$ cat config.mk
export PLATFORM = sky130hd
export DESIGN_NAME = slave_serial_port_flat
export DESIGN_NICKNAME = d
export VERILOG_FILES = /design/src/rtl/slave_serial_port_pkg.sv /design/src/rtl/slave_serial_port_if.sv /design/src/rtl/slave_serial_port_serial_shift_reg.sv /design/src/rtl/slave_serial_port.sv /design/src/flat_wrapper.sv
export SDC_FILE = /design/constraint.sdc
export NUM_CORES = 1
export LEC_CHECK = 0
export BUFFER_PORTS_ARGS = -buffer_cell sky130_fd_sc_hd__buf_2
export CAP_MARGIN = 20
export CELL_PAD_IN_SITES_DETAIL_PLACEMENT = 1
export CELL_PAD_IN_SITES_GLOBAL_PLACEMENT = 1
export CORE_MARGIN = 2
export CORE_UTILIZATION = 41
export CTS_BUF_LIST = sky130_fd_sc_hd__clkbuf_8
export CTS_CLUSTER_SIZE = 8
export DETAILED_ROUTE_END_ITERATION = 8
export PLACE_DENSITY_LB_ADDON = 0.3
export SLEW_MARGIN = 20
export SYNTH_ARGS = -nofsm -noshare
export SYNTH_HDL_FRONTEND = slang
export SYNTH_HIERARCHICAL = 1
export SYNTH_SLANG_ARGS = --single-unit
export TNS_END_PERCENT = 50
$ cat constraint.sdc
create_clock -name clk -period 2.6 [get_ports clk]
set_clock_uncertainty 0.15 [all_clocks]
set_input_delay 0.52 -clock clk [delete_from_list [all_inputs] [get_ports clk]]
set_output_delay 0.52 -clock clk [all_outputs]
set_load 0.03 [all_outputs]
$ cat src/rtl/slave_serial_port_pkg.sv
// Shared definitions for the slave serial port: FSM state encoding,
// bus mode constants and a small sizing helper.
// Bit order: every serial field (address, write data, read data) is LSB first.
package slave_serial_port_pkg;

   typedef enum logic [2:0] {
      IDLE,
      ADDR,
      WDATA,
      WRITE,
      RREQ,
      RWAIT,
      RDATA
   } state_t;

   localparam logic MODE_READ  = 1'b0;
   localparam logic MODE_WRITE = 1'b1;

   function automatic int unsigned max3(input int unsigned a,
                                        input int unsigned b,
                                        input int unsigned c);
      int unsigned m;
      m = (a > b) ? a : b;
      return (m > c) ? m : c;
   endfunction

endpackage

$ cat src/rtl/slave_serial_port_if.sv
// Bus-side serial link between the bus fabric (master side) and one slave port.
interface slave_serial_port_if;

   logic swdata;
   logic smode;
   logic mvalid;
   logic srdata;
   logic svalid;
   logic sready;

   modport master (
      output swdata, smode, mvalid,
      input  srdata, svalid, sready
   );

   modport slave (
      input  swdata, smode, mvalid,
      output srdata, svalid, sready
   );

endinterface

$ cat src/rtl/slave_serial_port_serial_shift_reg.sv
// Parallel-load / LSB-first shift register. Shifting moves data toward bit 0
// and inserts shift_in at the MSB, so after WIDTH shifts the first bit
// received sits in bit 0.
module serial_shift_reg
   import slave_serial_port_pkg::*;
#(
   parameter int unsigned WIDTH = 8
) (
   input  logic             clk,
   input  logic             rstn,
   input  logic             load,
   input  logic [WIDTH-1:0] load_data,
   input  logic             shift,
   input  logic             shift_in,
   output logic [WIDTH-1:0] data
);

   logic [WIDTH-1:0] shifted;

   if (WIDTH == 1) begin : g_one
      assign shifted = shift_in;
   end else begin : g_multi
      assign shifted = {shift_in, data[WIDTH-1:1]};
   end

   // Register: load has priority over shift; holds otherwise.
   always_ff @(posedge clk or negedge rstn) begin
      if (!rstn) begin
         data <= '0;
      end else if (load) begin
         data <= load_data;
      end else if (shift) begin
         data <= shifted;
      end
   end

endmodule

$ cat src/rtl/slave_serial_port.sv
// Slave-side serial protocol engine: deserialises address/write data from the
// bus, issues single-cycle memory strobes, and serialises read data back.
// Optional macro SLAVE_ADDR_RANGE_CHECK_EN suppresses memory strobes for
// addresses >= MEM_SIZE (reads then return zeros) with unchanged bus timing.
module slave_serial_port
   import slave_serial_port_pkg::*;
#(
   parameter int unsigned ADDR_WIDTH   = 12,
   parameter int unsigned DATA_WIDTH   = 8,
   parameter int unsigned MEM_SIZE     = 4096,
   parameter int unsigned READ_LATENCY = 1
) (
   input  logic                  clk,
   input  logic                  rstn,
   slave_serial_port_if.slave    bus,
   output logic [ADDR_WIDTH-1:0] mem_addr,
   output logic [DATA_WIDTH-1:0] mem_wdata,
   output logic                  mem_wen,
   output logic                  mem_ren,
   input  logic [DATA_WIDTH-1:0] mem_rdata
);

   localparam int unsigned CW = $clog2(max3(ADDR_WIDTH, DATA_WIDTH, READ_LATENCY) + 1);

`ifdef SLAVE_ADDR_RANGE_CHECK_EN
   localparam logic RANGE_CHECK = 1'b1;
`else
   localparam logic RANGE_CHECK = 1'b0;
`endif

   state_t          state, next_state;
   logic            mode, mode_next;
   logic [CW-1:0]   cnt, cnt_next;

   logic            addr_shift;
   logic            wdata_shift;
   logic            rd_load;
   logic            rd_shift;
   logic [DATA_WIDTH:0] rd_word;

   logic            in_range;
   logic            addr_ok;

   assign in_range = (32'(mem_addr) < MEM_SIZE);
   assign addr_ok  = !RANGE_CHECK || in_range;

   // Address and write-data shift registers drive the memory bus directly;
   // they only shift while their field is being received, so they hold
   // their last values between transactions.
   serial_shift_reg #(.WIDTH(ADDR_WIDTH)) u_addr_sr (
      .clk       (clk),
      .rstn      (rstn),
      .load      (1'b0),
      .load_data ('0),
      .shift     (addr_shift),
      .shift_in  (bus.swdata),
      .data      (mem_addr)
   );

   serial_shift_reg #(.WIDTH(DATA_WIDTH)) u_wdata_sr (
      .clk       (clk),
      .rstn      (rstn),
      .load      (1'b0),
      .load_data ('0),
      .shift     (wdata_shift),
      .shift_in  (bus.swdata),
      .data      (mem_wdata)
   );

   // Read data is loaded with a marker '1' above the MSB; shifting in zeros,
   // the marker reaching bit 1 identifies the last data bit, so RDATA needs
   // no separate counter.
   serial_shift_reg #(.WIDTH(DATA_WIDTH + 1)) u_rdata_sr (
      .clk       (clk),
      .rstn      (rstn),
      .load      (rd_load),
      .load_data ({1'b1, (addr_ok ? mem_rdata : {DATA_WIDTH{1'b0}})}),
      .shift     (rd_shift),
      .shift_in  (1'b0),
      .data      (rd_word)
   );

   // State, captured mode and shared bit/cycle counter.
   always_ff @(posedge clk or negedge rstn) begin
      if (!rstn) begin
         state <= IDLE;
         mode  <= MODE_READ;
         cnt   <= '0;
      end else begin
         state <= next_state;
         mode  <= mode_next;
         cnt   <= cnt_next;
      end
   end

   // Next-state, counter and output decode.
   always_comb begin
      next_state  = state;
      mode_next   = mode;
      cnt_next    = cnt;
      addr_shift  = 1'b0;
      wdata_shift = 1'b0;
      rd_load     = 1'b0;
      rd_shift    = 1'b0;
      bus.sready  = 1'b0;
      bus.svalid  = 1'b0;
      bus.srdata  = 1'b0;
      mem_wen     = 1'b0;
      mem_ren     = 1'b0;

      case (state)
         IDLE: begin
            bus.sready = 1'b1;
            if (bus.mvalid) begin
               addr_shift = 1'b1;
               mode_next  = bus.smode;
               if (ADDR_WIDTH == 1) begin
                  cnt_next   = '0;
                  next_state = (bus.smode == MODE_WRITE) ? WDATA : RREQ;
               end else begin
                  cnt_next   = CW'(1);
                  next_state = ADDR;
               end
            end
         end
         ADDR: begin
            if (bus.mvalid) begin
               addr_shift = 1'b1;
               if (cnt == CW'(ADDR_WIDTH - 1)) begin
                  cnt_next   = '0;
                  next_state = (mode == MODE_WRITE) ? WDATA : RREQ;
               end else begin
                  cnt_next = cnt + 1'b1;
               end
            end
         end
         WDATA: begin
            if (bus.mvalid) begin
               wdata_shift = 1'b1;
               if (cnt == CW'(DATA_WIDTH - 1)) begin
                  cnt_next   = '0;
                  next_state = WRITE;
               end else begin
                  cnt_next = cnt + 1'b1;
               end
            end
         end
         WRITE: begin
            mem_wen    = addr_ok;
            next_state = IDLE;
         end
         RREQ: begin
            mem_ren    = addr_ok;
            cnt_next   = '0;
            next_state = RWAIT;
         end
         RWAIT: begin
            if (cnt == CW'(READ_LATENCY - 1)) begin
               rd_load    = 1'b1;
               cnt_next   = '0;
               next_state = RDATA;
            end else begin
               cnt_next = cnt + 1'b1;
            end
         end
         RDATA: begin
            bus.svalid = 1'b1;
            bus.srdata = rd_word[0];
            rd_shift   = 1'b1;
            if (rd_word[DATA_WIDTH:1] == DATA_WIDTH'(1)) begin
               next_state = IDLE;
            end
         end
         default: begin
            next_state = IDLE;
         end
      endcase
   end

endmodule

$ cat src/flat_wrapper.sv
// flat-port wrapper written by rule: the top's interface ports become plain ports
module slave_serial_port_flat import slave_serial_port_pkg::*;
#(
   parameter int unsigned ADDR_WIDTH   = 12,
   parameter int unsigned DATA_WIDTH   = 8,
   parameter int unsigned MEM_SIZE     = 4096,
   parameter int unsigned READ_LATENCY = 1
)
  (clk, rstn, mem_addr, mem_wdata, mem_wen, mem_ren, mem_rdata, bus_swdata, bus_smode, bus_mvalid, bus_srdata, bus_svalid, bus_sready);
  slave_serial_port_if bus_i ();
  input  logic clk;
  input  logic rstn;
  output logic [ADDR_WIDTH-1:0] mem_addr;
  output logic [DATA_WIDTH-1:0] mem_wdata;
  output logic mem_wen;
  output logic mem_ren;
  input  logic [DATA_WIDTH-1:0] mem_rdata;
  input wire logic [$bits(bus_i.swdata)-1:0] bus_swdata;
  input wire logic [$bits(bus_i.smode)-1:0] bus_smode;
  input wire logic [$bits(bus_i.mvalid)-1:0] bus_mvalid;
  output wire logic [$bits(bus_i.srdata)-1:0] bus_srdata;
  output wire logic [$bits(bus_i.svalid)-1:0] bus_svalid;
  output wire logic [$bits(bus_i.sready)-1:0] bus_sready;
  assign bus_i.swdata = bus_swdata;
  assign bus_i.smode = bus_smode;
  assign bus_i.mvalid = bus_mvalid;
  assign bus_srdata = bus_i.srdata;
  assign bus_svalid = bus_i.svalid;
  assign bus_sready = bus_i.sready;
  slave_serial_port #(.ADDR_WIDTH(ADDR_WIDTH), .DATA_WIDTH(DATA_WIDTH), .MEM_SIZE(MEM_SIZE), .READ_LATENCY(READ_LATENCY)) u_core (.clk(clk), .rstn(rstn), .bus(bus_i), .mem_addr(mem_addr), .mem_wdata(mem_wdata), .mem_wen(mem_wen), .mem_ren(mem_ren), .mem_rdata(mem_rdata));
endmodule
# Word-level counts from Yosys, hierarchy flattened
# Index checks and enable logic that the tools add are counted.
# W data, S select, Z words.
dict set report totals {
  in_bits 13
  out_inout_bits 25
  regBits 37
}
dict set report op_classes {
  eq_ne 16
  n_mux 28
  reduce_logical 8
  add_sub_neg 1
}
# operator count
set ops {}
lappend ops {{$mux W3} 8}
lappend ops {{$mux W4} 6}
lappend ops {{$pmux W4 S5} 1}
lappend ops {{$mux W9} 2}
lappend ops {{$pmux W3 S6} 1}
lappend ops {{$mux W1} 10}
lappend ops {{$eq A3 B3 Y1 const B} 3}
lappend ops {{$eq A8 B1 Y1 const B} 1}
lappend ops {{$ne A2 B1 Y1 const B} 4}
lappend ops {{$reduce_and A7 Y1} 1}
lappend ops {{$eq A3 B2 Y1 const B} 2}
lappend ops {{$ne A2 B2 Y1 const B} 3}
lappend ops {{$reduce_bool A5 Y1} 1}
lappend ops {{$add A4 B1 Y4 const B} 1}
lappend ops {{$eq A4 B3 Y1 const B} 1}
lappend ops {{$eq A4 B4 Y1 const B} 1}
lappend ops {{$logic_not A4 Y1} 1}
lappend ops {{$reduce_and A4 Y1} 1}
lappend ops {{$eq A3 B1 Y1 const B} 1}
lappend ops {{$logic_not A3 Y1} 1}
lappend ops {{$reduce_and A2 Y1} 1}
lappend ops {{$reduce_bool A2 Y1} 1}
lappend ops {{$reduce_or A2 Y1} 1}

# Logic depth before layout (Yosys ltp)
dict set report depth {
  depth_word 4
  depth_mapped 8
}

# By module
# The synthesis kept the hierarchy.
# module area_per_inst_um2 cells_per_inst seq_area_each_um2 n_inst
set by_module_without_submodules {}
lappend by_module_without_submodules {slave_serial_port 639.4 74 200.2 1}
lappend by_module_without_submodules {{serial_shift_reg at u_core.u_addr_sr} 550.5 51 300.3 1}
lappend by_module_without_submodules {{serial_shift_reg at u_core.u_rdata_sr} 431.7 39 225.2 1}
lappend by_module_without_submodules {{serial_shift_reg at u_core.u_wdata_sr} 372.9 34 200.2 1}

# Least setup slack after synthesis
# No wires, ideal clock.
dict set report synth_timing {
  kind {register -> output}
  startpoint {register u_core.state[2]}
  endpoint {output bus_srdata}
  slack_ns 0.446
  t_arrival_ns 1.484
  path_stages_with_launch 5
  path_cell_list {dfrtp_1 -> buf_4 -> nand2_1 -> nor2_1 -> and2_1}
}
dict set report synth_between {
  elab_chain_cells 2
}
# item line
set synth_lines {}
lappend synth_lines {{start: declaration} slave_serial_port.sv:31} ;# state_t state, next_state;
lappend synth_lines {{start signal: assignment} slave_serial_port.sv:90} ;# state <= next_state;
lappend synth_lines {{$eq A3 B3 Y1} slave_serial_port.sv:111} ;# case (state)
lappend synth_lines {{$mux W1} slave_serial_port.sv:111}
lappend synth_lines {{end: declaration} flat_wrapper.sv:21} ;# output wire logic [$bits(bus_i.srdata)-1:0] bus_srdata;
# Every way passes these cells.

# Final worst setup path
# Ends and elaborated chain as after synthesis.

==> metrics <==
number of placement rows 25; Resized cells post-CTS 0; Synthesis Warnings 6; Final setup violation count 0; min Tclk post-route ~2200 ps; area share of the largest cell type after synthesis 0.464; number of global-route vias before repair 1712; beginning of the critical path u_core/state[2]; Power per Cell Area roughly 1000 nW/um^2; highest ir drop seen on vdd 0.422 mV; result of the run finished clean; FF-to-FF path depth 5; clk_lat worst skew approximately 290 ps; dominant register cell in the synthesized netlist dfrtp_1; vertical die dimension around 74 um; most area-hungry cell type in the Yosys netlist dfrtp_1; routed len/inst about 15 um; root buffer cell clkbuf_8; area of the core 4690 sq um; maximum number of pins on one net before global-route repair 38; post-synthesis sequential element count 37; crit path cell chain nand2_1 -> nor2_1 -> and2_1 -> buf_2; slew margin rel. 0.448; final worst path period share 0.850; Longest Clk Path Bufs 2; top post-synthesis cells by area dfrtp_1 46%, mux2i_1 15%, nand2_1 6.6%, o21ai_1 6.3%, buf_6 2.8%; DRC marker count from the first detailed-route iteration 65; CTS tree built; max incr delay on CP about 620 ps; slew of the pin with the lowest slew margin 829 ps; fin nets between 200 and 300; count of input and output buffers 37; startpoint of the worst-slack reg-to-reg timing path u_core/state[1]; wire length of the first global-routing pass 8.01 mm; synthesized instance count slightly below 200; endpoint type of the worst setup path output pin; async set or reset register ratio after synthesis 1.00; global routing usage summed across all routing layers 0.193; setup tns final 0 ps; sequential fraction of the synthesis area 0.464; maximum frequency from static timing analysis between 400 and 500 MHz; initial cell density of the core 0.425; full die area between 5000 and 6000 sq um; share of layout cells above drive strength 1 0.219; level count of the clock H-tree 2; number of inserted filler cells in the final layout 566; most common cell in the synthesized netlist dfrtp_1; final core utilization 0.514; startpoint type of the worst setup path flip-flop; number of diodes added for antenna fixing 0; hpwl dp roughly 3.3 mm; setup slack on the worst flop-to-flop path 560 ps; final-report hold violation count 0; Worst Path Arrival between 1500 and 2000 ps; worst endpoint required time between 1500 and 2000 ps; post-synth cell types 39; number of antenna violations at the first check in global routing 0; maximum net fanout on the critical path 15; total number of vias between 1500 and 2000; mean cell area of the mapped netlist between 10 and 15 sq um; total of hold buffers inserted after clock tree synthesis 0; die boundary width between 70 and 80 um; Max-cap violations 0; synthesized area 1990 sq um; synthesis-to-layout area growth 21.0%; unrepaired setup endpoints after global routing no; top post-synthesis cells by count 37 x dfrtp_1, 35 x nand2_1, 29 x mux2i_1; hold crit path type in -> async; drt via density ~5.1; cell with the biggest individual delay on the critical path dfrtp_1; Total Wirelength 4.73 mm; Post-CTS Repair Setup Buffers 0; num ports 38; capturing point of the worst reg2reg path u_core/u_wdata_sr/data[2]; number of detailed-route iterations in the first pass 4; DRC violations left 0; leakage power 1.08 nW; placer's final routability congestion estimate about 0.81; classification of the worst setup path reg -> out; number of slew-limit violations in the final report 0; remaining antenna violation count 0; Num CTS Buffers 5; total congestion overflow after global routing 0; clock input transition at the sequential cells of the worst setup and hold paths roughly 80 ps; count of flip-flops with a built-in enable after synthesis 0; number of clock sinks 37
## registers in the layout, indices dropped and copies added (netlist names)
name and flops:
u_core/cnt 4, u_core/mode 1, u_core/state 3, u_core/u_addr_sr/data 12
u_core/u_rdata_sr/data 9, u_core/u_wdata_sr/data 8
## cell type report
| type | count | area (sq um) | area share |
|---|---|---|---|
| Clock buffer | 6 | 82.6 | 0.0342 |
| Clock inverter | 2 | 37.5 | 0.0156 |
| Tap cell | 54 | 67.6 | 0.0280 |
| Inverter | 3 | 11.3 | 0.00467 |
| Sequential cell | 37 | 926 | 0.384 |
| Multi-Input combinational cell | 180 | 1070 | 0.445 |
| Timing Repair Buffer | 41 | 215 | 0.0892 |
## worst max-delay path: cells and delay by family (launching register included)
family | cells | cell delay, ps
buf+inv | 1 | 190
simple gates | 3 | 440
flops | 1 | 620
## cell families (layout without fill, tap and decap cells)
kind of cell | count (synthesis) | count (layout) | share of synthesized area
compound gates | 44 | 44 | 0.131
fa+ha+maj | 2 | 2 | 0.0125
buf+inv | 14 | 52 | 0.0602
flops | 37 | 37 | 0.464
mux | 31 | 31 | 0.159
other cells | 2 | 35 | 0.00377
simple gates | 68 | 68 | 0.169
## how the worst max path moves through the flow
| stage | to | slack, ps | cells past startpoint |
|---|---|---|---|
| 5_1_grt | bus_srdata | 260 | 4 |
| 3_5_place_dp | u_core/u_wdata_sr/data[2] | 590 | 5 |
| 3_3_place_gp | u_core/u_wdata_sr/data[3] | 660 | 5 |
| 4_1_cts | bus_srdata | 360 | 4 |
| 2_1_floorplan | bus_srdata | 450 | 4 |
| 6_report | bus_srdata | 390 | 4 |
## per-layer routing
layer	up-vias	part of all wire	global-route usage
met4	0	0.0070	0.0626
li1	792	-	-
met1	823	0.45	0.245
met3	4	0.031	0.0384
met5	-	0	0
met2	30	0.51	0.326
## cell usage in the layout, fill, tap and decap left out, types with 4 or more instances in the layout
cell | synthesis | final
buf_2 | 2 | 37
dfrtp_1 | 37 | 37
nand2_1 | 35 | 35
conb_1 | 2 | 35
mux2i_1 | 29 | 29
o21ai_1 | 25 | 25
nor2_1 | 11 | 11
clkbuf_8 | 2 | 6
o21ai_0 | 5 | 5
buf_4 | 2 | 4
## metrics by stage
stage                     cells  hold WS, ps  setup slack, ps  cell area (sq um)  power, mW
after global routing        323          244              257               2410       2.62
after floorplan             231         74.4              446               2120       1.72
after CTS                   323          209              362               2410       2.47
after global placement      315          378              661               2290       1.88
final                       323          177              389               2410       2.45
after detailed placement    315          409              593               2290       1.92
## where the power goes
part           total (mW)  switching (mW)  internal, mW  leakage (nW)
logic               0.968           0.563         0.404         0.565
clock network       0.526           0.214         0.312        0.0574
registers           0.958           0.213         0.745         0.454
Power figures use the tool's default switching activity.
